==> src/rtl/cache_bus_arbiter.sv <==
// Cache bus arbiter: shares one downstream cache bus between MASTER_CNT requesters.
// Round-robin by default; define CACHE_BUS_ARB_FIXED_PRIO_EN for fixed priority (index 0 highest).
package cache_bus_pkg;
  typedef struct packed {
    logic        valid;
    logic        write;
    logic [3:0]  burst_size;
    logic [1:0]  data_size;
    logic        cached;
    logic [31:0] addr;
    logic [31:0] w_data;
    logic [3:0]  data_strobe;
    logic        data_ok;
    logic        data_last;
  } cache_bus_req_t;

  typedef struct packed {
    logic        ready;
    logic [31:0] r_data;
    logic        data_ok;
    logic        data_last;
  } cache_bus_resp_t;
endpackage

module cache_bus_arb_port
  import cache_bus_pkg::*;
(
  input  logic            sel,
  input  cache_bus_resp_t bus_resp,
  output cache_bus_resp_t resp
);
  assign resp = sel ? bus_resp : '0;
endmodule

module cache_bus_arbiter
  import cache_bus_pkg::*;
#(
  parameter int MASTER_CNT = 2
) (
  input  logic                             clk,
  input  logic                             rst,
  input  cache_bus_req_t  [MASTER_CNT-1:0] m_req_i,
  output cache_bus_resp_t [MASTER_CNT-1:0] m_resp_o,
  output cache_bus_req_t                   bus_req_o,
  input  cache_bus_resp_t                  bus_resp_i,
  output logic [MASTER_CNT-1:0]            grant_o,
  output logic                             busy_o
);
  localparam int IDXW = $clog2(MASTER_CNT);

  typedef enum logic [2:0] {
    IDLE = 3'b001,
    ADDR = 3'b010,
    DATA = 3'b100
  } state_t;

  state_t                state_q, state_d;
  logic [MASTER_CNT-1:0] grant_q, grant_d;
  logic [IDXW-1:0]       gidx_q, gidx_d, win;
  logic [MASTER_CNT-1:0] req_vld;

  // grant_q is zero outside ADDR/DATA, so it alone gates each response path
  for (genvar k = 0; k < MASTER_CNT; k++) begin : g_port
    assign req_vld[k] = m_req_i[k].valid;
    cache_bus_arb_port u_port (
      .sel      (grant_q[k]),
      .bus_resp (bus_resp_i),
      .resp     (m_resp_o[k])
    );
  end

`ifdef CACHE_BUS_ARB_FIXED_PRIO_EN
  always_comb begin
    win = '0;
    for (int i = MASTER_CNT - 1; i >= 0; i--)
      if (req_vld[i]) win = IDXW'(i);
  end
`else
  logic [IDXW-1:0] ptr_q, ptr_d;
  logic            found;

  always_comb begin
    win   = ptr_q;
    found = 1'b0;
    for (int i = 0; i < MASTER_CNT; i++) begin : scan
      int j;
      j = int'(ptr_q) + i;
      if (j >= MASTER_CNT) j = j - MASTER_CNT;
      if (!found && req_vld[j]) begin
        found = 1'b1;
        win   = IDXW'(j);
      end
    end
  end

  always_ff @(posedge clk) begin
    if (rst) ptr_q <= '0;
    else     ptr_q <= ptr_d;
  end
`endif

  always_ff @(posedge clk) begin
    if (rst) begin
      state_q <= IDLE;
      grant_q <= '0;
      gidx_q  <= '0;
    end else begin
      state_q <= state_d;
      grant_q <= grant_d;
      gidx_q  <= gidx_d;
    end
  end

  always_comb begin
    state_d   = state_q;
    grant_d   = grant_q;
    gidx_d    = gidx_q;
    bus_req_o = '0;
`ifndef CACHE_BUS_ARB_FIXED_PRIO_EN
    ptr_d     = ptr_q;
`endif
    unique case (state_q)
      IDLE: begin
        if (|req_vld) begin
          state_d = ADDR;
          gidx_d  = win;
          grant_d = MASTER_CNT'(1) << win;
        end
      end
      ADDR: begin
        bus_req_o = m_req_i[gidx_q];
        // withdrawn request aborts without touching the pointer
        if (!m_req_i[gidx_q].valid) begin
          state_d = IDLE;
          grant_d = '0;
        end else if (bus_resp_i.ready) begin
          state_d = DATA;
        end
      end
      DATA: begin
        bus_req_o       = m_req_i[gidx_q];
        bus_req_o.valid = 1'b0;
        if (bus_resp_i.data_ok && bus_resp_i.data_last) begin
          state_d = IDLE;
          grant_d = '0;
`ifndef CACHE_BUS_ARB_FIXED_PRIO_EN
          ptr_d   = (gidx_q == IDXW'(MASTER_CNT - 1)) ? '0 : gidx_q + IDXW'(1);
`endif
        end
      end
      default: begin
        state_d = IDLE;
        grant_d = '0;
      end
    endcase
  end

  assign grant_o = grant_q;
  assign busy_o  = (state_q != IDLE);
endmodule

==> config.mk <==
export PLATFORM = sky130hd
export DESIGN_NAME = cache_bus_arbiter
export DESIGN_NICKNAME = d
export VERILOG_FILES = /design/src/rtl/cache_bus_arbiter.sv
export SDC_FILE = /design/constraint.sdc
export NUM_CORES = 1
export LEC_CHECK = 0
export BUFFER_PORTS_ARGS = -buffer_cell sky130_fd_sc_hd__buf_2
export CORE_AREA = 5 5 130 132
export CTS_BUF_LIST = sky130_fd_sc_hd__clkbuf_4
export DETAILED_ROUTE_END_ITERATION = 8
export DIE_AREA = 0 0 135 137
export PLACE_DENSITY_LB_ADDON = 0.08
export SKIP_LAST_GASP = 1
export SLEW_MARGIN = 40
export SYNTH_ARGS = -nofsm -noshare
export SYNTH_HDL_FRONTEND = slang
export SYNTH_HIERARCHICAL = 1
export SYNTH_SLANG_ARGS = --single-unit
==> constraint.sdc <==
create_clock -name clk -period 2.1 [get_ports clk]
set_clock_uncertainty 0.1 [all_clocks]
set_input_delay 0.315 -clock clk [delete_from_list [all_inputs] [get_ports clk]]
set_output_delay 0.315 -clock clk [all_outputs]
set_load 0.03 [all_outputs]
==> summary.md, run 1 <==
| Metric | Value |
|---|---|
| Antenna violations before repair | 1 |
| Overall Global Routing Usage | 0.111 |
| Worst Max-Slew Pin Slew | 0.423 ns |
| Starting DRC count in detailed routing | 83 |
| DP HPWL | 10.1 mm |
| Number of maximum-capacitance constraint violations | 0 |
| Pre-CTS setup slack | 0.277 ns |
| Fraction of layout cells with a size suffix above 1 | 0.694 |
| Instance count of the mapped netlist | 292 |
| Syn_nets | 487 |
| Clock-pin slew on the worst setup and hold paths | 0.06 ns |
| Routed WL per cell | 13.8 um |
| Via count of the first global-routing pass | 3141 |
| Time the worst path needs with I/O delays and setup | 2.00 ns |
| Flip-flop cell with the highest count after synthesis | dfxtp_1 |
| Global Route met2 Usage | 0.218 |
| Pwr Density | 403 nW/um^2 |
| Peak supply drop | 127 uV |
| Vias per inst | 3.69 |
| Share of async-settable or async-resettable flops after synthesis | 0 |
| Starting utilization of the core area | 0.133 |
| Start-to-end type of the worst setup path | reg -> out |
| Area share of the leading cell type in the synthesized netlist | 0.392 |
| Data required time at the worst endpoint | 1.68 ns |
| Standby leakage power | 0.00240 uW |
| Number of DRC violations after detailed routing | 0 |
| Final Max Slew Viols | 0 |
| Global-route track usage on met3 | 0.0250 |
| TritonRoute pass-1 iters | 6 |
| Setup repair bufs after CTS | 0 |
| Number of unique standard cell types used by synthesis | 28 |
| Count of H-tree levels built during CTS | 1 |
| Layout filler cell count | 1772 |
| Post-Synthesis Cell Area | 2070 um^2 |
| Critical Path Source Type | register |
| Routability cong. | 0.754 |
| Post-CTS resize count | 0 |
| Post-DP Area | 4060 um^2 |
| Clock buffers created by TritonCTS | 3 |
| Largest net degree at the start of global routing | 58 |
| Cell types with the largest area share after synthesis | mux2i_1, and2_2, nor2_1 |
| Crit path max-delay family | buffers and inverters |
| Chip Height | 137 um |
| Fin crit share | 0.953 |
| Via count | 3107 |
| Worst rel slew slack | 0.718 |
| HP Class | in -> reg |
| Top achievable clock speed | 500 MHz |
| Synth Area per Inst | 7.09 um^2 |
| Ordered list of cells on the worst path | buf_12, mux2i_1, nor2_1, buf_2 |
| Cell at the slowest stage of the critical path | dfxtp_4 |
| Root buffer cell | clkbuf_4 |
| IO Port Bufs | 346 |
| Total clock sinks | 7 |
| Cell type with the largest total area after synthesis | mux2i_1 |
| First-pass GRT wire length | 16.6 mm |
| Unrepaired setup endpoints after global routing | false |
| Die X | 135 um |
| Maximum buffer depth of the clock tree | 2 |
| Area added between synthesis and finish | 98.4% |
| Met1 global-route usage | 0.122 |
| Grt total ovfl | 0 |
| Setup TNS | 0 ns |
| Clock latency of the later-clocked register in the worst-skew pair | 0.25 ns |
| Most numerous cell types in the synthesized netlist | mux2i_1, nor2_1, and2_2 |
| Remaining antenna violation count after routing | 0 |
| TritonCTS clock tree | yes |
| Most Used Layer, Global Route | met2 |
| Critical path capture point type | primary output |
| Hold WS | 0.233 ns |
| Core box area | 15600 um^2 |
| Nets@finish | 821 |
| Synth Warn # | 6 |
| DIE AREA | 18500 um^2 |
| Number of endpoints failing setup at the final stage | 0 |
| Bufs and invs on worst path | 2 |
| Sum of internal, switching and leakage power | 1660 uW |
| Number of core rows | 46 |
| Result of the run | finished, final reports clean |
| Worst setup margin | 0.0981 ns |
| Number of flops mapped to enable cells by yosys | 0 |
| # IOs | 347 |
| Portion of the post-synthesis area used by sequential elements | 0.0677 |
| CP arrival | 1.59 ns |
| Final Instance Area | 4110 um^2 |
| Maximum fanout encountered on the critical timing path | 57 |
| Synth Register Bits | 7 |
| Drt total wl | 11.6 mm |
| Longest individual stage delay on the worst path | 0.37 ns |
| Final hold violation count | 0 |
| Quantity of hold-fixing buffers added after cts | 0 |
==> cell families after synthesis <==
family | share of synthesized area
AND/OR/NAND/NOR | 0.454
multiplexers | 0.397
flip-flops | 0.0677
XOR/XNOR | 0.00423
adder cells (fa/ha/maj) | 0.00483
AO/OA/AOI/OAI | 0.0163
buffers and inverters | 0.0556
==> metrics by stage <==
stage                     cells  utilization
final                       842        0.263
after global routing        842        0.263
after CTS                   841        0.262
after detailed placement    837        0.260
after global placement      837        0.260
after floorplan             292            -
==> power by group <==
part	switching, uW	total (uW)	internal (uW)
combinational	830	1350	524
sequential	16.9	166	149
clock	50.5	136	85.5
==> layer usage <==
layer | vias up | wire, um
met2 | 162 | 6460
met4 | 0 | 81
met3 | 4 | 979
li1 | 1626 | -
met5 | - | 0
met1 | 1315 | 4100
==> registers in the layout (all words and copies together), names as in the netlist <==
signal and flops:
gidx_q 1, grant_o 2, ptr_q 1, state_q 3
==> cell type report <==
cell class              count  area [um^2]  share of cell area
flip-flops and latches      7          145              0.0353
well taps                 216          270              0.0658
inverters                   3         11.3             0.00274
clock buffers               4         30.0             0.00731
multi-input cells         257         1820               0.443
diodes                      1         2.50            0.000609
repair buffers            354         1830               0.445
==> worst reg2reg max path, stage by stage (launching register included) <==
cell and delay [ns]:
dfxtp_1 0.36, or3b_1 0.39, or3_4 0.37, nand3_2 0.11, mux2_1 0.32
==> cells in the final DEF (no fill, tap or decap), drive strengths merged, types with 2 or more instances in the layout <==
master  count
and2       70
buf       353
clkbuf      5
dfxtp       7
inv         3
mux2i      81
nand2       2
nand2b      2
nand3       3
nor2       81
nor2b       2
o21ai       4
==> final timing paths <==
path / startpoint / endpoint / slack, ns / depth (start not counted)
max: gidx_q / bus_req_o[24] / 0.1 / 4
max reg2reg: state_q[0] / grant_o[0] / 0.33 / 4
min: rst / gidx_q / 0.23 / 2
min reg2reg: ptr_q / ptr_q / 0.43 / 2
(Power assumes the default switching activity.)
==> run 2: changes to the inputs <==
==> config.mk (replaced) <==
export PLATFORM = sky130hd
export DESIGN_NAME = cache_bus_arbiter
export DESIGN_NICKNAME = d
export VERILOG_FILES = /design/src/rtl/cache_bus_arbiter.sv
export SDC_FILE = /design/constraint.sdc
export NUM_CORES = 1
export LEC_CHECK = 0
export ABC_AREA = 1
export BUFFER_PORTS_ARGS = -buffer_cell sky130_fd_sc_hd__buf_2
export CORE_AREA = 5 5 133 135
export CTS_BUF_LIST = sky130_fd_sc_hd__clkbuf_4
export CTS_CLUSTER_SIZE = 8
export DETAILED_ROUTE_END_ITERATION = 8
export DIE_AREA = 0 0 138 140
export PLACE_DENSITY_LB_ADDON = 0.08
export SKIP_LAST_GASP = 1
export SLEW_MARGIN = 40
export SYNTH_ARGS = -nofsm -noshare
export SYNTH_HDL_FRONTEND = slang
export SYNTH_SLANG_ARGS = --single-unit
==> run 2 against run 1 <==
  * Sequential cell count is the same
  * First-iteration DRC count grew 46%
  * Via count grew 26%
  * Setup slack lost 0.029 ns
  * Critical path depth grew 3
  * Core utilization grew 0.22 points
  * Clock power is essentially flat
  * Sequential power is essentially flat
  * Final cell count grew 21%
  * Sequential share of layout area shrank 0.22 points
  * Non-clock buffer count grew 2
  * Hold slack lost 0.093 ns
==> summary.md, run 2 <==
| Metric | Value |
|---|---|
| Flip-flop cell with the highest count after synthesis | dfxtp_1 |
| IO Port Bufs | 346 (unchanged) |
| Via count | 3917 (+26%) |
| Sequential standard cell area | 144 um^2 (-0.86%) |
| Area added between synthesis and finish | 112% |
| Total clock sinks | 7 (unchanged) |
| Peak supply drop | 150 uV (+18%) |
| Chip Height | 140 um (+2.2%) |
| Cell types with the largest area share after synthesis | nor2_1, nor3_1, nand2_1 |
| Area share of the leading cell type in the synthesized netlist | 0.311 (-0.0802) |
| HP Class | in -> reg |
| Remaining antenna violation count after routing | 0 (unchanged) |
| Maximum buffer depth of the clock tree | 2 (unchanged) |
| Maximum fanout encountered on the critical timing path | 23 (-60%) |
| First-pass GRT wire length | 20.5 mm (+24%) |
| Most numerous cell types in the synthesized netlist | nor2_1, nand2_1, inv_1 |
| Core box area | 16300 um^2 (+4.8%) |
| DP HPWL | 11.4 mm (+13%) |
| Unrepaired setup endpoints after global routing | true |
| Synth Warn # | 0 (-6) |
| Layout filler cell count | 1901 (+7.3%) |
| Cell with the most instances after synthesis | nor2_1 |
| Setup repair bufs after CTS | 0 (unchanged) |
| Longest individual stage delay on the worst path | 0.34 ns (-0.03 ns) |
| Critical path capture point type | primary output |
| TritonRoute pass-1 iters | 4 (-2) |
| Routed WL per cell | 14.0 um (+1.3%) |
| Cell at the slowest stage of the critical path | dfxtp_2 |
| Overall Global Routing Usage | 0.128 (+0.0175) |
| Pwr Density | 426 nW/um^2 (+5.7%) |
| Starting utilization of the core area | 0.125 (-0.00740) |
| Leading cell type in the layout, fill and taps excluded | buf_2 |
| Share of async-settable or async-resettable flops after synthesis | 0 (unchanged) |
| CP arrival | 1.62 ns (+0.03 ns) |
| Via count of the first global-routing pass | 3733 (+19%) |
| Most frequent cells in the layout | buf_2, nor2_1, nand2_1 |
| Clock latency of the later-clocked register in the worst-skew pair | 0.25 ns (about the same) |
| Nets@finish | 992 (+21%) |
| Clock buffers created by TritonCTS | 3 (unchanged) |
| Critical Path Source Type | register |
| Number of flops mapped to enable cells by yosys | 0 (unchanged) |
| Top achievable clock speed | 492 MHz (-1.4%) |
| DIE AREA | 19300 um^2 (+4.5%) |
| Data required time at the worst endpoint | 1.68 ns (about the same) |
| Fraction of layout cells with a size suffix above 1 | 0.481 (-0.213) |
| Standby leakage power | 0.00312 uW (+30%) |
| Post-CTS resize count | 0 (unchanged) |
| Crit path launch | state_q[2] |
| Number of core rows | 47 (+2.2%) |
| Clock-pin slew on the worst setup and hold paths | 0.06 ns (about the same) |
| Portion of the post-synthesis area used by sequential elements | 0.0684 (+0.000702) |
| Critical path destination | bus_req_o[62] |
| Multi-input logic area | 1520 um^2 (-17%) |
| Number of DRC violations after detailed routing | 0 (unchanged) |
| Cell type with the largest total area after synthesis | nor2_1 |
| # IOs | 347 (unchanged) |
| Ordered list of cells on the worst path | inv_1, nor3_2, or2_1, inv_4, clkbuf_16, nor3_1, buf_4 |
| Worst rel slew slack | 0.735 (+0.0169) |
| Count of H-tree levels built during CTS | 1 (unchanged) |
| Number of unique standard cell types used by synthesis | 17 (-39%) |
| Antenna violations before repair | 2 (+1) |
| Critical hold path startpoint | rst |
| Fin crit share | 0.967 (+0.0136) |
| Synth Register Bits | 7 (unchanged) |
| Root buffer cell | clkbuf_4 |
| Number of endpoints failing setup at the final stage | 0 (unchanged) |
| Time the worst path needs with I/O delays and setup | 2.03 ns (+0.0286 ns) |
| Syn_nets | 666 (+37%) |
| Largest net degree at the start of global routing | 81 (+40%) |
| Worst Max-Slew Pin Slew | 0.397 ns (-0.0253 ns) |
| Final hold violation count | 0 (unchanged) |
| Result of the run | finished, final reports clean |
| Reg-to-reg critical path startpoint | gidx_q |
| Start-to-end type of the worst setup path | reg -> out |
| Quantity of hold-fixing buffers added after cts | 0 (unchanged) |
| Routability cong. | 0.877 (+16%) |
| Reg-to-reg setup timing slack | 0.57 ns (+0.24 ns) |
| R2r endpoint | state_q[2] |
| Largest register by flop count | state_q |
| Synth Area per Inst | 4.35 um^2 (-39%) |
| Post-Synthesis Cell Area | 2050 um^2 (-1.0%) |
| Grt total ovfl | 0 (unchanged) |
| Instance count of the mapped netlist | 471 (+61%) |
| Final Max Slew Viols | 0 (unchanged) |
| Hold WS | 0.140 ns (-0.0926 ns) |
| Starting DRC count in detailed routing | 121 (+46%) |
| TritonCTS clock tree | yes |
| Number of maximum-capacitance constraint violations | 0 (unchanged) |
| Post-DP Area | 4020 um^2 (-0.89%) |
| Die X | 138 um (+2.2%) |
| Final Instance Area | 4340 um^2 (+5.7%) |
| Max FFs per register | 3 (unchanged) |
| Worst-case reg-to-reg path depth | 7 (+3) |
| Vias per inst | 3.85 (+4.3%) |
| Drt total wl | 14.2 mm (+23%) |
## run 2: cell count changes in the layout (fill, tap and decap cells not counted), sizes merged, moves of 2 or more
cell and delta:
a21oi +2, and2 -70, inv +77, mux2i -81, nand2 +86, nand2b -2, nand3 +3, nor2 +89
nor2b -2, nor3 +77, o21ai -3
## run 2: area by class of cell
| class | count | area share |
|---|---|---|
| sequential | 7 | 0.0331 |
| clock buffer | 4 | 0.00692 |
| multi-input combinational | 349 | 0.349 |
| antenna | 2 | 0.00115 |
| tap | 220 | 0.0634 |
| timing repair buffer | 356 | 0.477 |
| inverter | 80 | 0.0697 |
## run 2: metrics by stage
step	cells	TNS [ns]	util	total power, uW	setup WS [ns]
2_1_floorplan	471	0	-	1100	0.0800
3_3_place_gp	1011	0	0.246	1680	0.321
3_5_place_dp	1011	0	0.246	1660	0.295
4_1_cts	1015	0	0.248	1800	0.0168
5_1_grt	1018	-2.02	0.266	2010	-0.0763
6_report	1018	0	0.266	1850	0.0695
## run 2: metal layers
metal | vias to the layer above | part of all wire | track usage
li1 | 2045 | - | -
met1 | 1640 | 0.37 | 0.141
met2 | 214 | 0.53 | 0.251
met3 | 18 | 0.075 | 0.0290
met4 | 0 | 0.022 | 0.0270
met5 | - | 0 | 0
## run 2: worst min path at each step
stage             end  slack, ns  cells past startpoint
6_report       gidx_q       0.14                      2
5_1_grt        gidx_q       0.13                      2
4_1_cts        gidx_q       0.14                      2
3_3_place_gp   gidx_q       0.42                      2
3_5_place_dp   gidx_q       0.41                      2
2_1_floorplan  gidx_q       0.29                      1
## run 2: worst max-delay path: cells and delay by family (launching register included)
family / cells / cell delay, ns
buffers and inverters: 4 / 0.54
flip-flops: 1 / 0.34
AND/OR/NAND/NOR: 3 / 0.48
## run 2: cell families (layout without fill, tap and decap cells)
family / after synthesis / in the layout / synth area share
compound gates: 5 / 5 / 0.0128
other cells: 0 / 2 / 0
buf+inv: 115 / 440 / 0.233
simple gates: 344 / 344 / 0.686
flops: 7 / 7 / 0.0684
## run 2: power by group
part           total, uW  leakage (uW)  internal, uW  switching [uW]
logic               1550       0.00304           522            1030
clock network        139     0.0000184          85.7            53.6
registers            163     0.0000587           150            12.8
total               1850       0.00312           757            1090
==> run 3: changes to the inputs <==
==> constraint.sdc (replaced) <==
create_clock -name clk -period 2.05 [get_ports clk]
set_clock_uncertainty 0.1 [all_clocks]
set_input_delay 0.3075 -clock clk [delete_from_list [all_inputs] [get_ports clk]]
set_output_delay 0.3075 -clock clk [all_outputs]
set_load 0.03 [all_outputs]
==> run 3 against run 2 <==
  * Via count is 1.0% higher
  * Critical endpoint is now bus_req_o[73]
  * Final cell count up 0.20%
  * The run now ends with setup timing left
  * Sequential share of layout area hardly changed
  * First-iteration DRC count is 35% lower
  * Routed wire length is 1.3% higher
  * Register-to-register slack worse by 0.10 ns
  * Hold slack better by 0.013 ns
  * Sequential cell count did not move
  * Non-clock buffer count increased by 4
  * Combinational power rose by 7%
  * Count of clock-buffer cells in the layout is the same
==> summary.md, run 3 (same netlist as run 2, synthesis figures left out) <==
| Metric | Value |
|---|---|
| Remaining antenna violation count after routing | 0 (unchanged) |
| Area added between synthesis and finish | 121% |
| Fin crit share | 1.01 |
| Pre-CTS setup slack | 0.0531 ns (-0.242 ns) |
| Via count of the first global-routing pass | 3842 (+2.9%) |
| Number of maximum-capacitance constraint violations | 0 (unchanged) |
| Clock latency of the later-clocked register in the worst-skew pair | 0.25 ns (about the same) |
| Count of H-tree levels built during CTS | 1 (unchanged) |
| DP HPWL | 11.1 mm (-3.1%) |
| Pwr Density | 436 nW/um^2 (+2.3%) |
| Largest register by flop count | state_q |
| Routability cong. | 0.833 (-5.0%) |
| Number of core rows | 47 (unchanged) |
| Worst rel slew slack | 0.757 (+0.0219) |
| Nets@finish | 996 (+0.40%) |
| Maximum buffer depth of the clock tree | 2 (unchanged) |
| Core box area | 16300 um^2 (unchanged) |
| Hold WS | 0.153 ns (+0.0130 ns) |
| Setup TNS | -0.0148 ns (-0.0148 ns) |
| Root buffer cell | clkbuf_4 |
| HP Class | in -> reg |
| Critical Path Source Type | register |
| Critical path capture point type | primary output |
| Clock-pin slew on the worst setup and hold paths | 0.05 ns (about the same) |
| Clock buffers created by TritonCTS | 3 (unchanged) |
| Starting utilization of the core area | 0.125 (unchanged) |
| Peak supply drop | 176 uV (+18%) |
| Sum of internal, switching and leakage power | 1970 uW (+6.6%) |
| Violations in the final reports | setup timing |
| Top achievable clock speed | 485 MHz |
| Number of antenna repair diodes | 0 (-2) |
| Fraction of layout cells with a size suffix above 1 | 0.508 (+0.0263) |
| Most frequent cells in the layout | buf_2, nor2_1, nand2_1 |
| Maximum fanout encountered on the critical timing path | 43 (+87%) |
| Antenna violations before repair | 0 (-2) |
| Final cell utilization of the core | 0.277 (+0.0112) |
| Max FFs per register | 3 (unchanged) |
| Chip Height | 140 um (unchanged) |
| Final Max Slew Viols | 0 (unchanged) |
| TritonRoute pass-1 iters | 4 (unchanged) |
| DIE AREA | 19300 um^2 (unchanged) |
| IO Port Bufs | 346 (unchanged) |
| Vias per inst | 3.88 (+0.82%) |
| Number of endpoints failing setup at the final stage | 2 (+2) |
| Start-to-end type of the worst setup path | reg -> out |
| Time the worst path needs with I/O delays and setup | 2.06 ns |
| Via count | 3957 (+1.0%) |
| Worst setup margin | -0.0137 ns (-0.0832 ns) |
| Drt total wl | 14.4 mm (+1.3%) |
| Final hold violation count | 0 (unchanged) |
| Standby leakage power | 0.00320 uW (+2.4%) |
| CP arrival | 1.66 ns (+0.04 ns) |
| Number of DRC violations after detailed routing | 0 (unchanged) |
| Largest net degree at the start of global routing | 81 (unchanged) |
| # IOs | 347 (unchanged) |
| Total clock sinks | 7 (unchanged) |
| Unrepaired setup endpoints after global routing | true |
| Routed WL per cell | 14.1 um (+1.1%) |
| Grt total ovfl | 0 (unchanged) |
| Starting DRC count in detailed routing | 79 (-35%) |
| TritonCTS clock tree | yes |
| Data required time at the worst endpoint | 1.64 ns (-0.04 ns) |
| Result of the run | complete, but fails checks |
| Die X | 138 um (unchanged) |
| Overall Global Routing Usage | 0.127 (-0.00156) |
| First-pass GRT wire length | 20.5 mm (+0.13%) |
| Worst Max-Slew Pin Slew | 0.365 ns (-0.0328 ns) |
| Leading cell type in the layout, fill and taps excluded | buf_2 |
==> run 3: final timing paths <==
kind	cells past startpoint	slack [ns]	endpoint	from
min reg2reg	2	0.44	state_q[2]	state_q[2]
max	8	-0.01	bus_req_o[73]	state_q[0]
max reg2reg	8	0.47	grant_o[1]	gidx_q
min	2	0.15	gidx_q	rst
==> run 3: layout make-up <==
class	instances	area, um^2
Fill cell	1909	11800
Timing Repair Buffer	360	2150
Multi-Input combinational cell	349	1620
Inverter	80	303
Tap cell	220	275
Sequential cell	7	150
Clock buffer	4	30.0
==> run 3: worst max-delay path, cell delays in order, from the launching register on <==
cell      delay, ns
dfxtp_4        0.36
inv_2          0.04
nand2_2        0.05
nor2_2         0.04
or2_1          0.25
inv_4          0.13
buf_12         0.23
nor3_1         0.07
clkbuf_4       0.20
==> run 3: stage by stage <==
step	cells	area, um^2
after global routing	1020	4520
after floorplan	471	2050
final	1020	4520
after detailed placement	1010	4000
after global placement	1010	4000
after CTS	1014	4050
==> run 3: routing by layer <==
| metal | global-route usage | routed length (um) | vias to the layer above |
|---|---|---|---|
| li1 | - | - | 2056 |
| met1 | 0.136 | 5430 | 1671 |
| met2 | 0.252 | 7630 | 215 |
| met3 | 0.0337 | 1130 | 15 |
| met4 | 0.0192 | 212 | 0 |
| met5 | 0 | 0 | - |
==> run 3: report_power, final <==
| group | total, uW | switching [uW] | internal, uW |
|---|---|---|---|
| Clock | 139 | 51.4 | 87.5 |
| Sequential | 179 | 23.4 | 155 |
| Combinational | 1660 | 1080 | 571 |
==> run 3: what timing repair did <==
item,4_1_cts,5_1_grt
endpoints found under the setup margin,1,79
resized for setup,3,137
hold buffers,0,0
endpoints found under the hold margin,0,0
cloned,0,4
pin swaps,0,2
setup buffers,0,2
